<file path="config.mk">
export PLATFORM = sky130hd
export DESIGN_NAME = tmr_recovery_ctrl
export DESIGN_NICKNAME = d
export VERILOG_FILES = /design/src/rtl/RS5_pkg.sv /design/src/rtl/tmr_lane_counter.sv /design/src/rtl/tmr_recovery_ctrl.sv
export SDC_FILE = /design/constraint.sdc
export NUM_CORES = 1
export LEC_CHECK = 0
export ABC_AREA = 1
export CORE_AREA = 2 2 97 52
export CTS_BUF_LIST = sky130_fd_sc_hd__clkbuf_2
export DETAILED_ROUTE_END_ITERATION = 10
export DIE_AREA = 0 0 99 54
export PLACE_DENSITY_LB_ADDON = 0.15
export SLEW_MARGIN = 20
export SYNTH_ARGS = -nofsm -noshare
export SYNTH_HDL_FRONTEND = slang
export SYNTH_SLANG_ARGS = --single-unit
</file>
<file path="constraint.sdc">
create_clock -name clk -period 1.9 [get_ports clk]
set_clock_uncertainty 0.05 [all_clocks]
set_input_delay 0.285 -clock clk [delete_from_list [all_inputs] [get_ports clk]]
set_output_delay 0.285 -clock clk [all_outputs]
set_load 0.005 [all_outputs]
</file>
<file path="src/rtl/RS5_pkg.sv">
`default_nettype none
// ============================================================================
// Module   : RS5_pkg
// Purpose  : Shared TMR recovery types, FSM state encodings and lane indices.
// Revision : 1.0 - initial release
// ============================================================================
package RS5_pkg;

  typedef enum logic [1:0] {
    NORMAL   = 2'd0,
    RESYNC   = 2'd1,
    DEGRADED = 2'd2,
    FATAL    = 2'd3
  } tmrState_e;

  // Raw encodings mirror tmrState_e for code that carries the state as plain logic.
  localparam logic [1:0] ST_NORMAL   = 2'd0;
  localparam logic [1:0] ST_RESYNC   = 2'd1;
  localparam logic [1:0] ST_DEGRADED = 2'd2;
  localparam logic [1:0] ST_FATAL    = 2'd3;

  localparam logic [1:0] LANE_A = 2'd0;
  localparam logic [1:0] LANE_B = 2'd1;
  localparam logic [1:0] LANE_C = 2'd2;

  localparam int NUM_LANES = 3;

endpackage
`default_nettype wire

</file>
<file path="src/rtl/tmr_lane_counter.sv">
`default_nettype none
// ============================================================================
// Module   : tmr_lane_counter
// Purpose  : Per-lane consecutive and total mismatch counters with
//            saturation and freeze-while-disabled.
// Revision : 1.0 - initial release
// ============================================================================
module tmr_lane_counter
  import RS5_pkg::*;
#(
  parameter int unsigned THRESHOLD   = 4,
  parameter int unsigned COUNT_WIDTH = 8
) (
  input  logic                   clk,
  input  logic                   reset_n,
  input  logic                   valid_i,
  input  logic                   mismatch_i,
  input  logic                   disabled_i,
  output logic                   thresh_hit_o,
  output logic [COUNT_WIDTH-1:0] total_cnt_o
);

  localparam int unsigned      CONS_W   = $clog2(THRESHOLD + 1);
  localparam logic [CONS_W-1:0] CONS_MAX = CONS_W'(THRESHOLD);

  logic [CONS_W-1:0]      cons_q, cons_d;
  logic [COUNT_WIDTH-1:0] total_q, total_d;
  logic                   sample;

  always_comb begin
    sample  = valid_i & ~disabled_i;
    cons_d  = cons_q;
    total_d = total_q;
    if (sample) begin
      if (mismatch_i) begin
        if (cons_q != CONS_MAX) cons_d = cons_q + CONS_W'(1);
        if (total_q != '1)      total_d = total_q + COUNT_WIDTH'(1);
      end else begin
        cons_d = '0;
      end
    end
    // A sample that lands on an already-saturated counter still counts as a hit.
    thresh_hit_o = sample & mismatch_i & (cons_d == CONS_MAX);
  end

  always_ff @(posedge clk or negedge reset_n) begin
    if (!reset_n) begin
      cons_q  <= '0;
      total_q <= '0;
    end else begin
      cons_q  <= cons_d;
      total_q <= total_d;
    end
  end

  assign total_cnt_o = total_q;

endmodule
`default_nettype wire

</file>
<file path="src/rtl/tmr_recovery_ctrl.sv">
`default_nettype none
// ============================================================================
// Module   : tmr_recovery_ctrl
// Purpose  : TMR lane-fault tracking and recovery FSM (resync, degrade, fatal).
// Revision : 1.0 - initial release
// ============================================================================
module tmr_recovery_ctrl
  import RS5_pkg::*;
#(
  parameter int unsigned THRESHOLD   = 4,
  parameter int unsigned COUNT_WIDTH = 8
) (
  input  logic                   clk,
  input  logic                   reset_n,
  input  logic                   valid_i,
  input  logic                   mismatch_a_i,
  input  logic                   mismatch_b_i,
  input  logic                   mismatch_c_i,
  input  logic                   no_majority_i,
  input  logic                   recover_ack_i,
  output logic                   recover_req_o,
  output logic [2:0]             lane_disable_o,
  output logic [1:0]             primary_lane_o,
  output logic [COUNT_WIDTH-1:0] fault_cnt_a_o,
  output logic [COUNT_WIDTH-1:0] fault_cnt_b_o,
  output logic [COUNT_WIDTH-1:0] fault_cnt_c_o,
  output logic                   fatal_o,
  output logic [1:0]             state_o
);

  logic [1:0]             state_q, state_d;
  logic                   recover_req_q, recover_req_d;
  logic                   fatal_q, fatal_d;
  logic [2:0]             lane_disable_q, lane_disable_d;
  logic [1:0]             primary_lane_q, primary_lane_d;

  logic [2:0]             mismatch_vec;
  logic [2:0]             enabled_mis;
  logic [2:0]             thresh_hit;
  logic                   multi_mis;
  logic [COUNT_WIDTH-1:0] total_cnt [NUM_LANES];

  assign mismatch_vec = {mismatch_c_i, mismatch_b_i, mismatch_a_i};

  for (genvar gi = 0; gi < NUM_LANES; gi++) begin : g_lane
    tmr_lane_counter #(
      .THRESHOLD   (THRESHOLD),
      .COUNT_WIDTH (COUNT_WIDTH)
    ) u_lane_counter (
      .clk          (clk),
      .reset_n      (reset_n),
      .valid_i      (valid_i),
      .mismatch_i   (mismatch_vec[gi]),
      .disabled_i   (lane_disable_q[gi]),
      .thresh_hit_o (thresh_hit[gi]),
      .total_cnt_o  (total_cnt[gi])
    );
  end

  always_comb begin
    enabled_mis = mismatch_vec & ~lane_disable_q;
    multi_mis   = (enabled_mis[0] & enabled_mis[1]) |
                  (enabled_mis[0] & enabled_mis[2]) |
                  (enabled_mis[1] & enabled_mis[2]);

    state_d        = state_q;
    recover_req_d  = recover_req_q;
    fatal_d        = fatal_q;
    lane_disable_d = lane_disable_q;

    case (state_q)
      ST_NORMAL: begin
        recover_req_d = 1'b0;
        if (valid_i) begin
          if (no_majority_i || multi_mis) begin
            state_d = ST_FATAL;
            fatal_d = 1'b1;
          end else if (|thresh_hit) begin
            // Only one lane can be hit here; multi-lane mismatches went fatal above.
            if (lane_disable_q == 3'b000) lane_disable_d = thresh_hit;
            recover_req_d = 1'b1;
            state_d       = ST_RESYNC;
          end else if (|enabled_mis) begin
            recover_req_d = 1'b1;
            state_d       = ST_RESYNC;
          end
        end
      end
      ST_RESYNC: begin
        recover_req_d = 1'b1;
        if (recover_ack_i) begin
          recover_req_d = 1'b0;
          state_d       = (|lane_disable_q) ? ST_DEGRADED : ST_NORMAL;
        end
      end
      ST_DEGRADED: begin
        recover_req_d = 1'b0;
        if (valid_i && (no_majority_i || (|enabled_mis))) begin
          state_d = ST_FATAL;
          fatal_d = 1'b1;
        end
      end
      ST_FATAL: begin
        recover_req_d = 1'b0;
        fatal_d       = 1'b1;
      end
      default: begin
        state_d       = ST_NORMAL;
        recover_req_d = 1'b0;
      end
    endcase

    primary_lane_d = lane_disable_d[LANE_A] ? LANE_B : LANE_A;
  end

  always_ff @(posedge clk or negedge reset_n) begin
    if (!reset_n) begin
      state_q        <= ST_NORMAL;
      recover_req_q  <= 1'b0;
      fatal_q        <= 1'b0;
      lane_disable_q <= 3'b000;
      primary_lane_q <= LANE_A;
    end else begin
      state_q        <= state_d;
      recover_req_q  <= recover_req_d;
      fatal_q        <= fatal_d;
      lane_disable_q <= lane_disable_d;
      primary_lane_q <= primary_lane_d;
    end
  end

  assign state_o        = state_q;
  assign recover_req_o  = recover_req_q;
  assign fatal_o        = fatal_q;
  assign lane_disable_o = lane_disable_q;
  assign primary_lane_o = primary_lane_q;
  assign fault_cnt_a_o  = total_cnt[LANE_A];
  assign fault_cnt_b_o  = total_cnt[LANE_B];
  assign fault_cnt_c_o  = total_cnt[LANE_C];

endmodule
`default_nettype wire

</file>
==> key figures <==
Status
  – Outcome: complete, no violations

Clocking
  – Clk buf depth: 2
  – CTS Buf Count: 5
  – CTS tree: built
  – TritonCTS Sinks: 40
  – CTS root buf: clkbuf_2
  – Clock transition at the registers of the reported paths: ~0.23 ns
  – Setup bufs post-CTS: 0
  – Clk_lat worst skew: 0.41 ns
  – H-tree depth: 2

Pwr
  – Static Leak: 1.53 nW
  – Worst vdd ir: about 0.67 mV
  – Power Density: between 500 and 600 nW/um2

Drt
  – DR vias/cell: 4.85
  – WL final: 4.94 mm
  – Antenna viol nets, final: 0
  – WL per Instance: 11.7 um
  – Vias post-DR: 2050
  – First-pass detailed-route iteration total: 4
  – Iter 0 DRT Violations: between 80 and 90
  – Residual DRC: 0

Worst setup path
  – Worst setup EP type: output pin
  – WP data arrival: 1.45 ns
  – Stages on worst setup path: 1
  – Worst reg2reg path depth: 8
  – CP max-delay cell: clkdlybuf4s50_1
  – CP Class: flip-flop to output pin
  – CP Data Required Time: ~1.6 ns
  – CP max stage delay: between 0.5 and 0.6 ns
  – Worst Path Max Fanout: 5
  – Startpoint types: flip-flop
  – CP delay by family, top: buffers and inverters
  – WP buf/inv: 1
  – Crit-path cells: clkdlybuf4s50_1

Place
  – HPWL Detailed: about 3.8 mm
  – Routability congestion estimate: about 0.85
  – IO buf count: 39

STA
  – Max Fclk: 561 MHz
  – Final Cycle Share: 93.8%
  – Fin. Hold Viols: 0
  – Tmin final: 1.78 ns
  – RSZ-0062 raised after global routing: no
  – Final setup violating endpoints: 0
  – Setup TNS: 0 ns
  – Fin. max-slew vios: 0

Synthesis
  – Synthesized area: around 2400 um2
  – Syn nets: 340
  – Synthesized instance count: approximately 320
  – Synth warn: 0
  – Yosys cell types: 29
  – Seq/Total Area, Yosys: 41.2%
  – FF+latch count, synth: 40
  – Mapped Avg Cell Area: between 7 and 8 um2

Die
  – Die ar.: 5350 um2
  – Die Y: between 50 and 60 um
  – Ports: roughly 40
  – Area of the core: approximately 4600 um2
  – # rows: 18
  – Starting Density: a little over half
  – DIE WIDTH: 99 um

Global route
  – Largest net degree at the start of global routing: 25
  – GRT overflow: 0
  – Number of global-route vias before repair: approximately 1.8k
  – Gr usage total: 19.9%
  – First-pass GRT wire length: just over 8 mm
  – Initial antenna violation count: 0

Flow run
  – Maximum Capacitance Violations: 0

Finish
  – N_diodes: 0
  – Layout cells sized above 1: 7.16%
  – # nets final: between 300 and 400
  – Final Core Density: between 60 and 70%
  – Area grow syn2layout: 21.1%

Worst hold path
  – Path type of the worst min-delay path: input pin to asynchronous set/reset pin
[report_power, final]
part | total, mW | internal (mW) | switching [mW]
logic | 0.448 | 0.199 | 0.250
registers | 0.908 | 0.885 | 0.0239
clock network | 0.378 | 0.0811 | 0.297
total | 1.73 | 1.16 | 0.570
[synth_stat cells, drive strengths merged]
library cell / number / area (um2)
nand3b: 2 / 15.0
ha: 15 / 188
conb: 1 / 3.75
nand3: 21 / 110
buf: 5 / 37.5
o22ai: 1 / 6.26
nor2: 18 / 82.6
nand4: 6 / 37.5
a21oi: 2 / 10.0
inv: 43 / 164
clkinv: 1 / 3.75
o21bai: 1 / 7.51
or2: 1 / 6.26
xnor2: 9 / 78.8
xor2: 10 / 87.6
o21ai: 20 / 111
nor3: 6 / 35.0
or3: 1 / 6.26
dfrtp: 40 / 1000
nand2: 114 / 435
[per-stage QoR]
stage	worst slack [ns]	hold slack, ns	std cells	cell area (um2)	power, mW
finish	0.117	0.263	423	2940	1.73
detailed placement	0.0961	0.199	415	2890	1.37
global route	0.0325	0.272	423	2940	1.84
CTS	0.101	0.267	423	2940	1.74
global placement	0.108	0.198	415	2890	1.36
floorplan	0.436	-0.0606	317	2430	1.19
[final cells by class]
| type | instances | area, um2 |
|---|---|---|
| well taps | 60 | 75.1 |
| clock inverters | 2 | 12.5 |
| fillers | 415 | 1680 |
| flip-flops and latches | 40 | 1000 |
| clock buffers | 5 | 25.0 |
| multi-input cells | 228 | 1220 |
| inverters | 44 | 168 |
| repair buffers | 44 | 438 |
[cells in the final DEF (no fill, tap or decap), drive strengths merged, types with 6 or more instances in the layout]
cell,n
o21ai,20
dfrtp,40
nor3,6
xnor2,9
ha,15
clkdlybuf4s50,38
inv,43
nor2,18
xor2,10
nand2,114
nand3,21
nand4,6
[metal layers]
metal / GRT usage, % / vias up / wire length (um) / part of all wire (%)
met1: 30.6 / 912 / 2710 / 55
met5: 0 / - / 0 / 0
met4: 4.11 / 0 / 39 / 0.79
met2: 28.2 / 47 / 1950 / 40
li1: - / 1084 / - / -
met3: 4.94 / 7 / 239 / 4.8
[path summary, 6_finish.rpt]
path / start / slack (ns) / endpoint
worst max-delay path: g_lane[1].u_lane_counter.total_cnt_o[3]$_DFFE_PN0P_ / 0.12 / fault_cnt_b_o[3]
worst min register to register: fatal_o$_DFFE_PN0P_ / 0.46 / fatal_o$_DFFE_PN0P_
min in group clk: fatal_o$_DFFE_PN0P_ / 0.46 / fatal_o$_DFFE_PN0P_
worst min-delay path: reset_n / 0.26 / state_o[1]$_DFFE_PN0P_
max in group asynchronous: reset_n / 1.07 / g_lane[2].u_lane_counter.total_cnt_o[0]$_DFFE_PN0P_
worst max register to register: state_o[1]$_DFFE_PN0P_ / 0.24 / state_o[1]$_DFFE_PN0P_
[flip-flops by register name, summed over array words and instances (netlist names)]
| name | flops |
|---|---|
| g_lane.u_lane_counter.cons_q | 9 |
| fatal_o | 1 |
| recover_req_o | 1 |
| g_lane.u_lane_counter.total_cnt_o | 24 |
| state_o | 2 |
| lane_disable_o | 3 |
[kinds of logic (layout without fill, tap and decap cells)]
kind of cell	after synthesis	count (layout)	share of synthesized area [%]
other cells	1	1	0.154
flops	40	40	41.2
simple gates	169	169	30.0
xor+xnor	19	19	6.86
buf+inv	49	95	8.45
compound gates	24	24	5.57
fa+ha+maj	15	15	7.73
[what timing repair did]
action	CTS	global route
resized for setup	0	0
hold buffers	1	0
endpoints found under the hold margin	16	0
Note: power is estimated with default switching activity, not from simulation.
